--- src/rtl/data_mem_resp_pkg.sv ---
// ----------------------------------------------------------------------------
// data_mem_resp_pkg
//   Shared definitions for the data memory responder: FSM state encoding,
//   response status codes and the word-index width helper.
// ----------------------------------------------------------------------------
package data_mem_resp_pkg;

    // Encodings are fixed so waveforms and any external monitors agree.
    typedef enum logic [1:0] {
        StIdle = 2'd0,
        StWait = 2'd1,
        StResp = 2'd2
    } state_e;

    // Response status carried on resp_err.
    localparam logic RespOk  = 1'b0;
    localparam logic RespErr = 1'b1;

    localparam int unsigned WordBits = 32;
    localparam int unsigned CntBits  = 4;   // holds WAIT_STATES-1 for WAIT_STATES up to 15

    // ceil(log2(depth)), at least 1 so a 2-word store still gets an index bit.
    function automatic int unsigned idx_width(input int unsigned depth);
        int unsigned w;
        w = 1;
        for (int i = 1; i < 32; i++) begin
            if ((32'd1 << i) < depth) begin
                w = i + 1;
            end
        end
        return w;
    endfunction

endpackage

--- src/rtl/mem_word_array.sv ---
// ----------------------------------------------------------------------------
// mem_word_array
//   DEPTH_WORDS x 32-bit register store with asynchronous active-low clear,
//   one synchronous write port and one combinational read port. Read and write
//   share a single index because the responder only ever touches one word per
//   request.
// Ports
//   clk    in   rising-edge clock
//   reset  in   asynchronous active-low clear of every word
//   we     in   write enable
//   index  in   word index for both read and write
//   wdata  in   write data (all 32 bits written)
//   rdata  out  combinational read of mem[index] (pre-write value on a write edge)
// ----------------------------------------------------------------------------
module mem_word_array
    import data_mem_resp_pkg::*;
#(
    parameter int unsigned DEPTH_WORDS = 64,
    parameter int unsigned IDX_W       = 6
) (
    input  logic                clk,
    input  logic                reset,
    input  logic                we,
    input  logic [IDX_W-1:0]    index,
    input  logic [WordBits-1:0] wdata,
    output logic [WordBits-1:0] rdata
);

    logic [WordBits-1:0] mem_q [DEPTH_WORDS];

    always_ff @(posedge clk or negedge reset) begin
        if (!reset) begin
            for (int i = 0; i < DEPTH_WORDS; i++) begin
                mem_q[i] <= '0;
            end
        end else if (we) begin
            mem_q[index] <= wdata;
        end
    end

    assign rdata = mem_q[index];

endmodule

--- src/rtl/data_mem_responder.sv ---
// ----------------------------------------------------------------------------
// data_mem_responder
//   Memory-side responder for the CPU load/store port. Accepts one request per
//   valid/ready handshake, spends WAIT_STATES cycles in WAIT, then presents a
//   registered response (load data or store ack) until the requester takes it.
//   Misaligned or out-of-window addresses are answered with resp_err=1 and
//   rdata=0 and never modify the store.
// Parameters
//   DEPTH_WORDS  number of 32-bit words (power of 2, >= 2)
//   WAIT_STATES  cycles spent in WAIT between accept and response (0..15)
//   BASE_ADDR    byte address of word 0 (aligned to DEPTH_WORDS*4)
// Ports
//   clk         in   rising-edge clock
//   reset       in   asynchronous active-low reset
//   req_valid   in   request present
//   req_ready   out  high only in IDLE; accept = req_valid & req_ready
//   req_write   in   1 = store, 0 = load
//   req_addr    in   byte address
//   req_wdata   in   store data
//   resp_valid  out  response present, held until resp_ready
//   resp_ready  in   requester takes the response
//   resp_rdata  out  load data (0 for stores and errors)
//   resp_err    out  misaligned or out-of-range address
// ----------------------------------------------------------------------------
module data_mem_responder
    import data_mem_resp_pkg::*;
#(
    parameter int unsigned          DEPTH_WORDS = 64,
    parameter int unsigned          WAIT_STATES = 2,
    parameter logic [WordBits-1:0]  BASE_ADDR   = 32'h1001_0000
) (
    input  logic                clk,
    input  logic                reset,
    input  logic                req_valid,
    output logic                req_ready,
    input  logic                req_write,
    input  logic [WordBits-1:0] req_addr,
    input  logic [WordBits-1:0] req_wdata,
    output logic                resp_valid,
    input  logic                resp_ready,
    output logic [WordBits-1:0] resp_rdata,
    output logic                resp_err
);

    localparam int unsigned        IdxW     = idx_width(DEPTH_WORDS);
    localparam logic [CntBits-1:0] WaitLoad =
        (WAIT_STATES > 0) ? CntBits'(WAIT_STATES - 1) : '0;

    // ------------------------------------------------------------------------
    // State
    // ------------------------------------------------------------------------
    state_e              state_q, state_d;
    logic [CntBits-1:0]  cnt_q, cnt_d;
    logic                write_q;
    logic [WordBits-1:0] addr_q;
    logic [WordBits-1:0] wdata_q;
    logic [WordBits-1:0] rdata_q, rdata_d;
    logic                err_q, err_d;

    logic                accept;
    logic                enter_resp;

    // With zero wait states the response is produced on the accept edge, so the
    // address check and store must look at the live request rather than the latch.
    logic                cur_write;
    logic [WordBits-1:0] cur_addr;
    logic [WordBits-1:0] cur_wdata;
    logic [29:0]         word_off;
    logic                cur_err;
    logic [IdxW-1:0]     mem_index;
    logic [WordBits-1:0] mem_rdata;
    logic                mem_we;

    assign accept = req_valid && (state_q == StIdle);

    always_comb begin
        if (state_q == StIdle) begin
            cur_write = req_write;
            cur_addr  = req_addr;
            cur_wdata = req_wdata;
        end else begin
            cur_write = write_q;
            cur_addr  = addr_q;
            cur_wdata = wdata_q;
        end
    end

    // Word offset computed on the word-aligned part only; alignment is checked
    // separately on the low two bits. The range compare is a full 32-bit
    // unsigned compare so addresses below BASE_ADDR cannot wrap into range.
    assign word_off  = cur_addr[31:2] - BASE_ADDR[31:2];
    assign cur_err   = (cur_addr[1:0] != 2'b00)
                    || (cur_addr < BASE_ADDR)
                    || ({2'b00, word_off} >= 32'(DEPTH_WORDS));
    assign mem_index = word_off[IdxW-1:0];

    // Edge entering RESP: both the store commit and the load sample happen here.
    always_comb begin
        enter_resp = 1'b0;
        if (state_q == StIdle) begin
            enter_resp = accept && (WAIT_STATES == 0);
        end else if (state_q == StWait) begin
            enter_resp = (cnt_q == '0);
        end
    end

    assign mem_we = enter_resp && cur_write && !cur_err;

    mem_word_array #(
        .DEPTH_WORDS (DEPTH_WORDS),
        .IDX_W       (IdxW)
    ) u_mem (
        .clk   (clk),
        .reset (reset),
        .we    (mem_we),
        .index (mem_index),
        .wdata (cur_wdata),
        .rdata (mem_rdata)
    );

    // ------------------------------------------------------------------------
    // FSM: state register
    // ------------------------------------------------------------------------
    always_ff @(posedge clk or negedge reset) begin
        if (!reset) begin
            state_q <= StIdle;
        end else begin
            state_q <= state_d;
        end
    end

    // ------------------------------------------------------------------------
    // FSM: next state
    // ------------------------------------------------------------------------
    always_comb begin
        state_d = state_q;
        unique case (state_q)
            StIdle: begin
                if (req_valid) begin
                    state_d = (WAIT_STATES == 0) ? StResp : StWait;
                end
            end
            StWait: begin
                if (cnt_q == '0) begin
                    state_d = StResp;
                end
            end
            StResp: begin
                if (resp_ready) begin
                    state_d = StIdle;
                end
            end
            default: state_d = StIdle;
        endcase
    end

    // ------------------------------------------------------------------------
    // FSM: outputs
    // ------------------------------------------------------------------------
    always_comb begin
        req_ready  = 1'b0;
        resp_valid = 1'b0;
        unique case (state_q)
            StIdle:  req_ready  = 1'b1;
            StResp:  resp_valid = 1'b1;
            default: ;
        endcase
    end

    assign resp_rdata = rdata_q;
    assign resp_err   = err_q;

    // ------------------------------------------------------------------------
    // Wait counter and response registers
    // ------------------------------------------------------------------------
    always_comb begin
        cnt_d = cnt_q;
        if (accept) begin
            cnt_d = WaitLoad;
        end else if ((state_q == StWait) && (cnt_q != '0)) begin
            cnt_d = cnt_q - 1'b1;
        end
    end

    always_comb begin
        rdata_d = rdata_q;
        err_d   = err_q;
        if (enter_resp) begin
            err_d   = cur_err ? RespErr : RespOk;
            rdata_d = (cur_err || cur_write) ? '0 : mem_rdata;
        end else if ((state_q == StResp) && resp_ready) begin
            rdata_d = '0;
            err_d   = RespOk;
        end
    end

    always_ff @(posedge clk or negedge reset) begin
        if (!reset) begin
            cnt_q   <= '0;
            rdata_q <= '0;
            err_q   <= RespOk;
        end else begin
            cnt_q   <= cnt_d;
            rdata_q <= rdata_d;
            err_q   <= err_d;
        end
    end

    // Request latch: captured on accept, ignored until the next accept.
    always_ff @(posedge clk or negedge reset) begin
        if (!reset) begin
            write_q <= 1'b0;
            addr_q  <= '0;
            wdata_q <= '0;
        end else if (accept) begin
            write_q <= req_write;
            addr_q  <= req_addr;
            wdata_q <= req_wdata;
        end
    end

endmodule
--- config.mk ---
export PLATFORM = sky130hd
export DESIGN_NAME = data_mem_responder
export DESIGN_NICKNAME = d
export VERILOG_FILES = /design/src/rtl/data_mem_resp_pkg.sv /design/src/rtl/mem_word_array.sv /design/src/rtl/data_mem_responder.sv
export SDC_FILE = /design/constraint.sdc
export NUM_CORES = 2
export LEC_CHECK = 0
export ABC_AREA = 0
export BUFFER_PORTS_ARGS = -buffer_cell sky130_fd_sc_hd__buf_2
export CAP_MARGIN = 5
export CORE_MARGIN = 1
export CORE_UTILIZATION = 30
export CTS_CLUSTER_SIZE = 20
export DETAILED_ROUTE_END_ITERATION = 6
export PLACE_DENSITY = 0.41
export SYNTH_ARGS = -nofsm -noshare
export SYNTH_HDL_FRONTEND = slang
export SYNTH_SLANG_ARGS = --single-unit
--- constraint.sdc ---
create_clock -name clk -period 2.94 [get_ports clk]
set_input_delay 0.147 -clock clk [delete_from_list [all_inputs] [get_ports clk]]
set_output_delay 0.147 -clock clk [all_outputs]
set_load 0.1 [all_outputs]
; Yosys cells after proc, flatten, opt, wreduce, memory -nomap -nowiden
; Cells that the tools add are included.
[totals]
wordCells = 125
output_inout_bits = 35
reg_bits = 2152
[op_classes]
n_mux = 25
bitwise = 1
reduce_logical = 17
order_cmp = 4
n_addsub = 2
n_eq_ne = 5
[op_table]
columns = cell, n
row1 = 2048-bit bitwise mux, 1
row2 = 32-bit two-way mux, 8
row3 = 32-bit binary-select mux with 6-bit select, 1
row4 = 32-bit demux with 6-bit select, 1
row5 = 32-bit by 29-bit less-than comparator with 1-bit output (second input constant), 1
row6 = 30-bit by 7-bit >= comparator with 1-bit output (second input constant), 1
row7 = 30-bit by 27-bit subtractor with 30-bit output (second input constant), 1
row8 = 1-bit two-way mux, 8
row9 = 4-bit two-way mux, 2
row10 = 7-bit >= comparator (second input constant), 1
row11 = 7-bit by 1-bit less-than comparator with 1-bit output (second input constant), 1
row12 = 6-bit NOT with 7-bit output, 1
row13 = 1-bit logical AND, 6
row14 = 2-bit two-way mux, 3
row15 = 2-bit one-hot mux with 3 select lines, 1
row16 = 2-bit nonzero test, 3
row17 = 4-bit logical NOT, 1
row18 = 2-bit != test (second input constant), 2
row19 = 4-bit nonzero test, 1
row20 = 4-bit by 1-bit subtractor with 4-bit output (second input constant), 1
row21 = 1-bit logical OR, 3
row22 = 3-bit AND reduction, 1
row23 = 2-bit by 1-bit equality test with 1-bit output (second input constant), 1
row24 = 2-bit equality test (second input constant), 1
row25 = other kinds (3), 3

; Longest topological paths before layout
[logic_depth]
depth_word = 9
depth_mapped = 16
mapped_depth_nobuf = 9

; Hierarchy
; A second synthesis with hierarchy kept.
[hier_totals]
cells_unflattened = 7358
hier_area_um2 = 97399.7
[modules_own_cells]
columns = module, area_per_inst_um2, cells_per_inst, seq_area_each_um2, instances
row1 = mem_word_array, 92236.0, 6808, 51249.2, 1
row2 = data_mem_responder, 5163.7, 550, 2602.5, 1

; Least setup slack after synthesis
; Ideal clock, no wire load.
[synth_path]
kind = flip-flop to flip-flop
start = register state_q[1]
end = register addr_q[10]
path_slack_ns = 0.104
path_stages_with_launch = 14
arrival_time_ns = 2.770
synth_period_minus_slack_ns = 2.836
required_time_ns = 2.875
path_cell_list = dfrtp_1 > buf_6 > or2_1 > buf_6 > inv_4 > buf_8 > buf_6 > buf_2 > and2_1 > clkbuf_1 > clkbuf_1 > buf_1 > nand2_1 > nand2_1
[synth_between]
elab_chain_len = 2
[synth_lines]
columns = item, line_no
row1 = "start, declared", data_mem_responder.sv:52  ; state_e state_q, state_d;
row2 = "start signal, assigned", data_mem_responder.sv:126  ; state_q <= StIdle;
row3 = "start signal, assigned", data_mem_responder.sv:128  ; state_q <= state_d;
row4 = 2-bit logical NOT, data_mem_responder.sv:74  ; assign accept = req_valid && (state_q == StIdle);
row5 = 1-bit logical AND, data_mem_responder.sv:74
row6 = "end signal, assigned", data_mem_responder.sv:217  ; addr_q <= req_addr;
row7 = "end, declared", data_mem_responder.sv:55  ; logic [WordBits-1:0] addr_q;
; Every way passes these cells.
; A chain may end at the register's enable or synchronous reset.

; Final worst setup path
[layout_path]
start = register state_q[1]
end = register u_mem.mem_q[1265] (netlist bit)
[layout_between]
elab_chain_len = 9
elab_cells_between_ends = 23
[layout_lines]
columns = item, line_no
row1 = 2-bit logical NOT, "data_mem_responder.sv:77, data_mem_responder.sv:100"
row2 = 32-bit two-way mux, data_mem_responder.sv:77  ; if (state_q == StIdle) begin
row3 = 30-bit by 27-bit subtractor with 30-bit output, data_mem_responder.sv:91  ; assign word_off = cur_addr[31:2] - BASE_ADDR[31:2];
row4 = 6-bit NOT with 7-bit output (implied by the code), mem_word_array.sv:37  ; mem_q[index] <= wdata;
row5 = 7-bit >= comparator (implied by the code) or 7-bit by 1-bit less-than comparator with 1-bit output (tied branches), mem_word_array.sv:37
row6 = 1-bit logical AND (implied by the code), mem_word_array.sv:37
row7 = 32-bit two-way mux (implied by the code), mem_word_array.sv:37
row8 = 32-bit demux with 6-bit select, mem_word_array.sv:37
row9 = 2048-bit bitwise mux, mem_word_array.sv:37
row10 = "end signal, assigned by index", mem_word_array.sv:37
row11 = "end, declared", mem_word_array.sv:29  ; logic [WordBits-1:0] mem_q [DEPTH_WORDS];
; Parallel ways exist; a longest one is shown, timed or not.

==> run metrics <==
max-slew violations=0; Most used DFF post-synth=dfrtp_1; first-pass GRT wire length=586000 um; Fillers=29.7k; worst-path fanout max=30; path depth of the worst reg2reg path=13; Synth Warn #=0; Syn Std Cell Area=0.0912 mm2; initial antenna violation count=18; worst-skew pair later-pin latency=930 ps; Post-synth EDFFs=0; Hold Vio Cnt, Final=0; CTS buffer count=244; Async SR Flop Fraction=100%; most used cell, CP=buf_4; maximum clock rate=322 MHz; grt ovf=0; WP depth=13; R2R Path End=u_mem.mem_q[1265]$_DFFE_PN0P_; Reg2Reg Setup Slack=-160 ps; post-synthesis sequential area ratio=59.0%; CP arrival=3880 ps; Post-Syn Instances=9740; minimum clock period=3100 ps; 1st-iter DRT viols=7678; Core ar.=0.303 mm2; Worst-path clk slew=60 ps; end point of the critical path=u_mem.mem_q[1265]$_DFFE_PN0P_; setup TNS=-101520 ps; synthesis-stage register bit count=2152; CP peak stage delay=540 ps; final WL=418000 um; post-layout util=39.2%; TritonRoute pass-1 iters=6; Critical Path RT=3720 ps; cell area power density=1010 mW/mm2; Syn Nets=9810; routed vias/inst=5.37; kind of critical path=reg2reg; final antenna-violating net count=0; WP buf/inv=5; final setup violation count=1821; status=finished with violations; Synth cell types=68; RSZ-0062 raised after global routing=true; vias in the first global route=76.0k; clock tree from TritonCTS=yes; layout overhead on the synthesized area=30.1%; CTS root buffer=clkbuf_16; IO Count=104; total global-route track usage=26.5%; DRC=0; Final WS setup=-163 ps; worst setup path startpoint=state_q[1]$_DFFE_PN0P_; Worst Hold Class=in2async; Synth Area per Inst=9.36 um2; largest net degree at the start of global routing=133; HPWL after detailed placement=262000 um; Peak VDD IR=0.000778 V; Port-buffer cells=103; critical path launch point type=flip-flop; clock sink count=2152; worst-margin pin slew=986 ps; Die ar.=0.306 mm2; die height=553 um; H-tree levels=4; GP Congestion=0.868; critical path endpoint category=flip-flop; CP delay by family, top=simple AND/OR/NAND/NOR gates; layout cells sized above 1=18.8%; critical-path cell list=buf_4, or4_4, o32ai_4, a311o_1, nand4_4, nor3_4, buf_4, clkbuf_16, buf_4, nand3_4, buf_12, nand2_1, o21ai_0; period utilisation layout=106%; FP Rows=202; Final #Nets=10.6k; Initial Util=30.1%; Vias=78.8k; hold slack final=55.4 ps; R2R Path Start=state_q[1]$_DFFE_PN0P_; clk buf depth=4; leakage=0.0530 uW; clock skew=57.9 ps; Die X=553 um; failing checks=setup timing; Crit-path slowest cell=or4_4; Slew Limit Headroom=34.3%; Avg WL per Cell=28.5 um; max-cap violations=0
==> power by group <==
part           internal (uW)  switching [uW]
clock                  18400           13000
combinational          21600           35800
sequential             30100             395
==> how the worst min path moves through the flow <==
stage                                                to           from  depth (start not counted)
final                      u_mem.mem_q[137]$_DFFE_PN0P_          reset                          3
after global routing            wdata_q[18]$_DFFE_PN0P_  req_wdata[18]                          4
after floorplan                   addr_q[0]$_DFFE_PN0P_          reset                          0
after detailed placement  u_mem.mem_q[1390]$_DFFE_PN0P_          reset                          1
after global placement    u_mem.mem_q[1390]$_DFFE_PN0P_          reset                          1
after CTS                        addr_q[28]$_DFFE_PN0P_   req_addr[28]                          4
==> cells in the final DEF, fill, tap and decap left out, types with 26 or more instances in the layout <==
master	netlist	routed
o22ai_1	670	635
nand2_1	2664	2646
buf_12	8	363
mux2i_4	0	32
a21oi_1	200	181
nor4_2	0	34
clkbuf_1	457	62
and3_1	29	26
nand3_1	79	72
a32o_1	54	48
a31oi_1	48	43
dlygate4sd3_1	0	135
buf_6	17	61
buf_2	337	101
o21ai_0	1748	1721
nor4_1	124	74
buf_4	22	677
dfrtp_1	2152	2150
nor2_1	261	253
clkinv_2	0	39
mux2i_1	96	63
o21ai_1	323	343
clkbuf_8	0	67
nand3_4	60	65
clkbuf_16	0	264
nor3_1	108	75
o221ai_1	67	56
nor3_2	5	30
==> flip-flops by register name, indices dropped and copies added (netlist names) <==
register     cells
state_q          2
u_mem.mem_q   2048
resp_err         1
wdata_q         32
addr_q          32
resp_rdata      32
write_q          1
cnt_q            4
==> repair_timing <==
item                                    4_1_cts  5_1_grt
pin swaps                                    91       72
gates cloned                                 13       18
setup buffers                                98       86
hold buffers                                135        0
hold endpoints to repair                   4093        0
gates resized for setup                     260      182
endpoints found under the setup margin     2080     2095
==> through the flow <==
stage	total power [uW]	area (um2)	instances	worst slack (ps)
after floorplan	50100	91200	9740	104
after global placement	79700	105000	13900	-736
after detailed placement	79600	105000	13900	-733
after CTS	116000	117000	14600	-126
after global routing	123000	119000	14700	-259
final	119000	119000	14700	-163
==> synthesized netlist by cell type, drive strengths merged (2+ instances only) <==
cell     number  area share (%)
a211oi        2           0.016
a21o          4           0.033
a21oi       201             1.1
a221oi        4           0.038
a22o          2           0.019
a22oi         7           0.074
a311o         2           0.022
a311oi        2           0.019
a31oi        48            0.33
a32o         54            0.59
a32oi        11            0.11
and2          4           0.027
and3         29            0.20
buf         431             2.6
clkbuf      467             1.9
dfrtp      2152              59
inv           4           0.019
mux2i        98             1.1
nand2      2664              11
nand2b        4           0.027
nand3       143             1.6
nor2        262             1.1
nor2b         7           0.048
nor3        114            0.67
nor3b         2           0.022
nor4        124            0.85
nor4b         2           0.019
o2111ai       9           0.086
o21ai      2071              11
o221ai       67            0.64
o22a         11            0.11
o22ai       670             4.6
o31ai        19            0.16
or2           2           0.014
or3           3           0.021
or4          28            0.23
or4b          2           0.022
xor2          2           0.019
==> cell families after synthesis <==
family / Yosys count / share of synthesized area, %
XOR/XNOR: 3 / 0.0288
buffers and inverters: 902 / 4.59
adder cells (fa/ha/maj): 1 / 0.0137
AND/OR/NAND/NOR: 3393 / 15.9
AO/OA/AOI/OAI: 3191 / 19.4
multiplexers: 98 / 1.08
flip-flops: 2152 / 59.0
==> layout make-up <==
| cell class | instances | area [um2] | share of cell area (%) |
|---|---|---|---|
| Sequential cell | 2152 | 53900 | 45.4 |
| Clock inverter | 66 | 766 | 0.645 |
| Antenna cell | 11 | 27.5 | 0.0232 |
| Clock buffer | 377 | 7360 | 6.20 |
| Tap cell | 3978 | 4980 | 4.19 |
| Inverter | 4 | 17.5 | 0.0148 |
| Timing Repair Buffer | 1404 | 16500 | 13.9 |
| Multi-Input combinational cell | 6686 | 35200 | 29.7 |
==> worst reg2reg max path, stage by stage (launching register included) <==
cell	delay, ps
dfrtp_2	460
buf_4	160
or4_4	540
o32ai_4	160
a311o_1	240
nand4_4	120
nor3_4	190
buf_4	190
clkbuf_16	210
buf_4	170
nand3_4	120
buf_12	200
nand2_1	170
o21ai_0	80
==> per-layer routing <==
| metal | global-route usage [%] | vias up | wire [um] |
|---|---|---|---|
| met2 | 41.5 | 2673 | 187000 |
| met5 | 0 | - | 13 |
| met4 | 6.38 | 2 | 11000 |
| met3 | 3.58 | 513 | 25800 |
| li1 | - | 35400 | - |
| met1 | 38.4 | 40100 | 195000 |
Power figures use the tool's default switching activity.
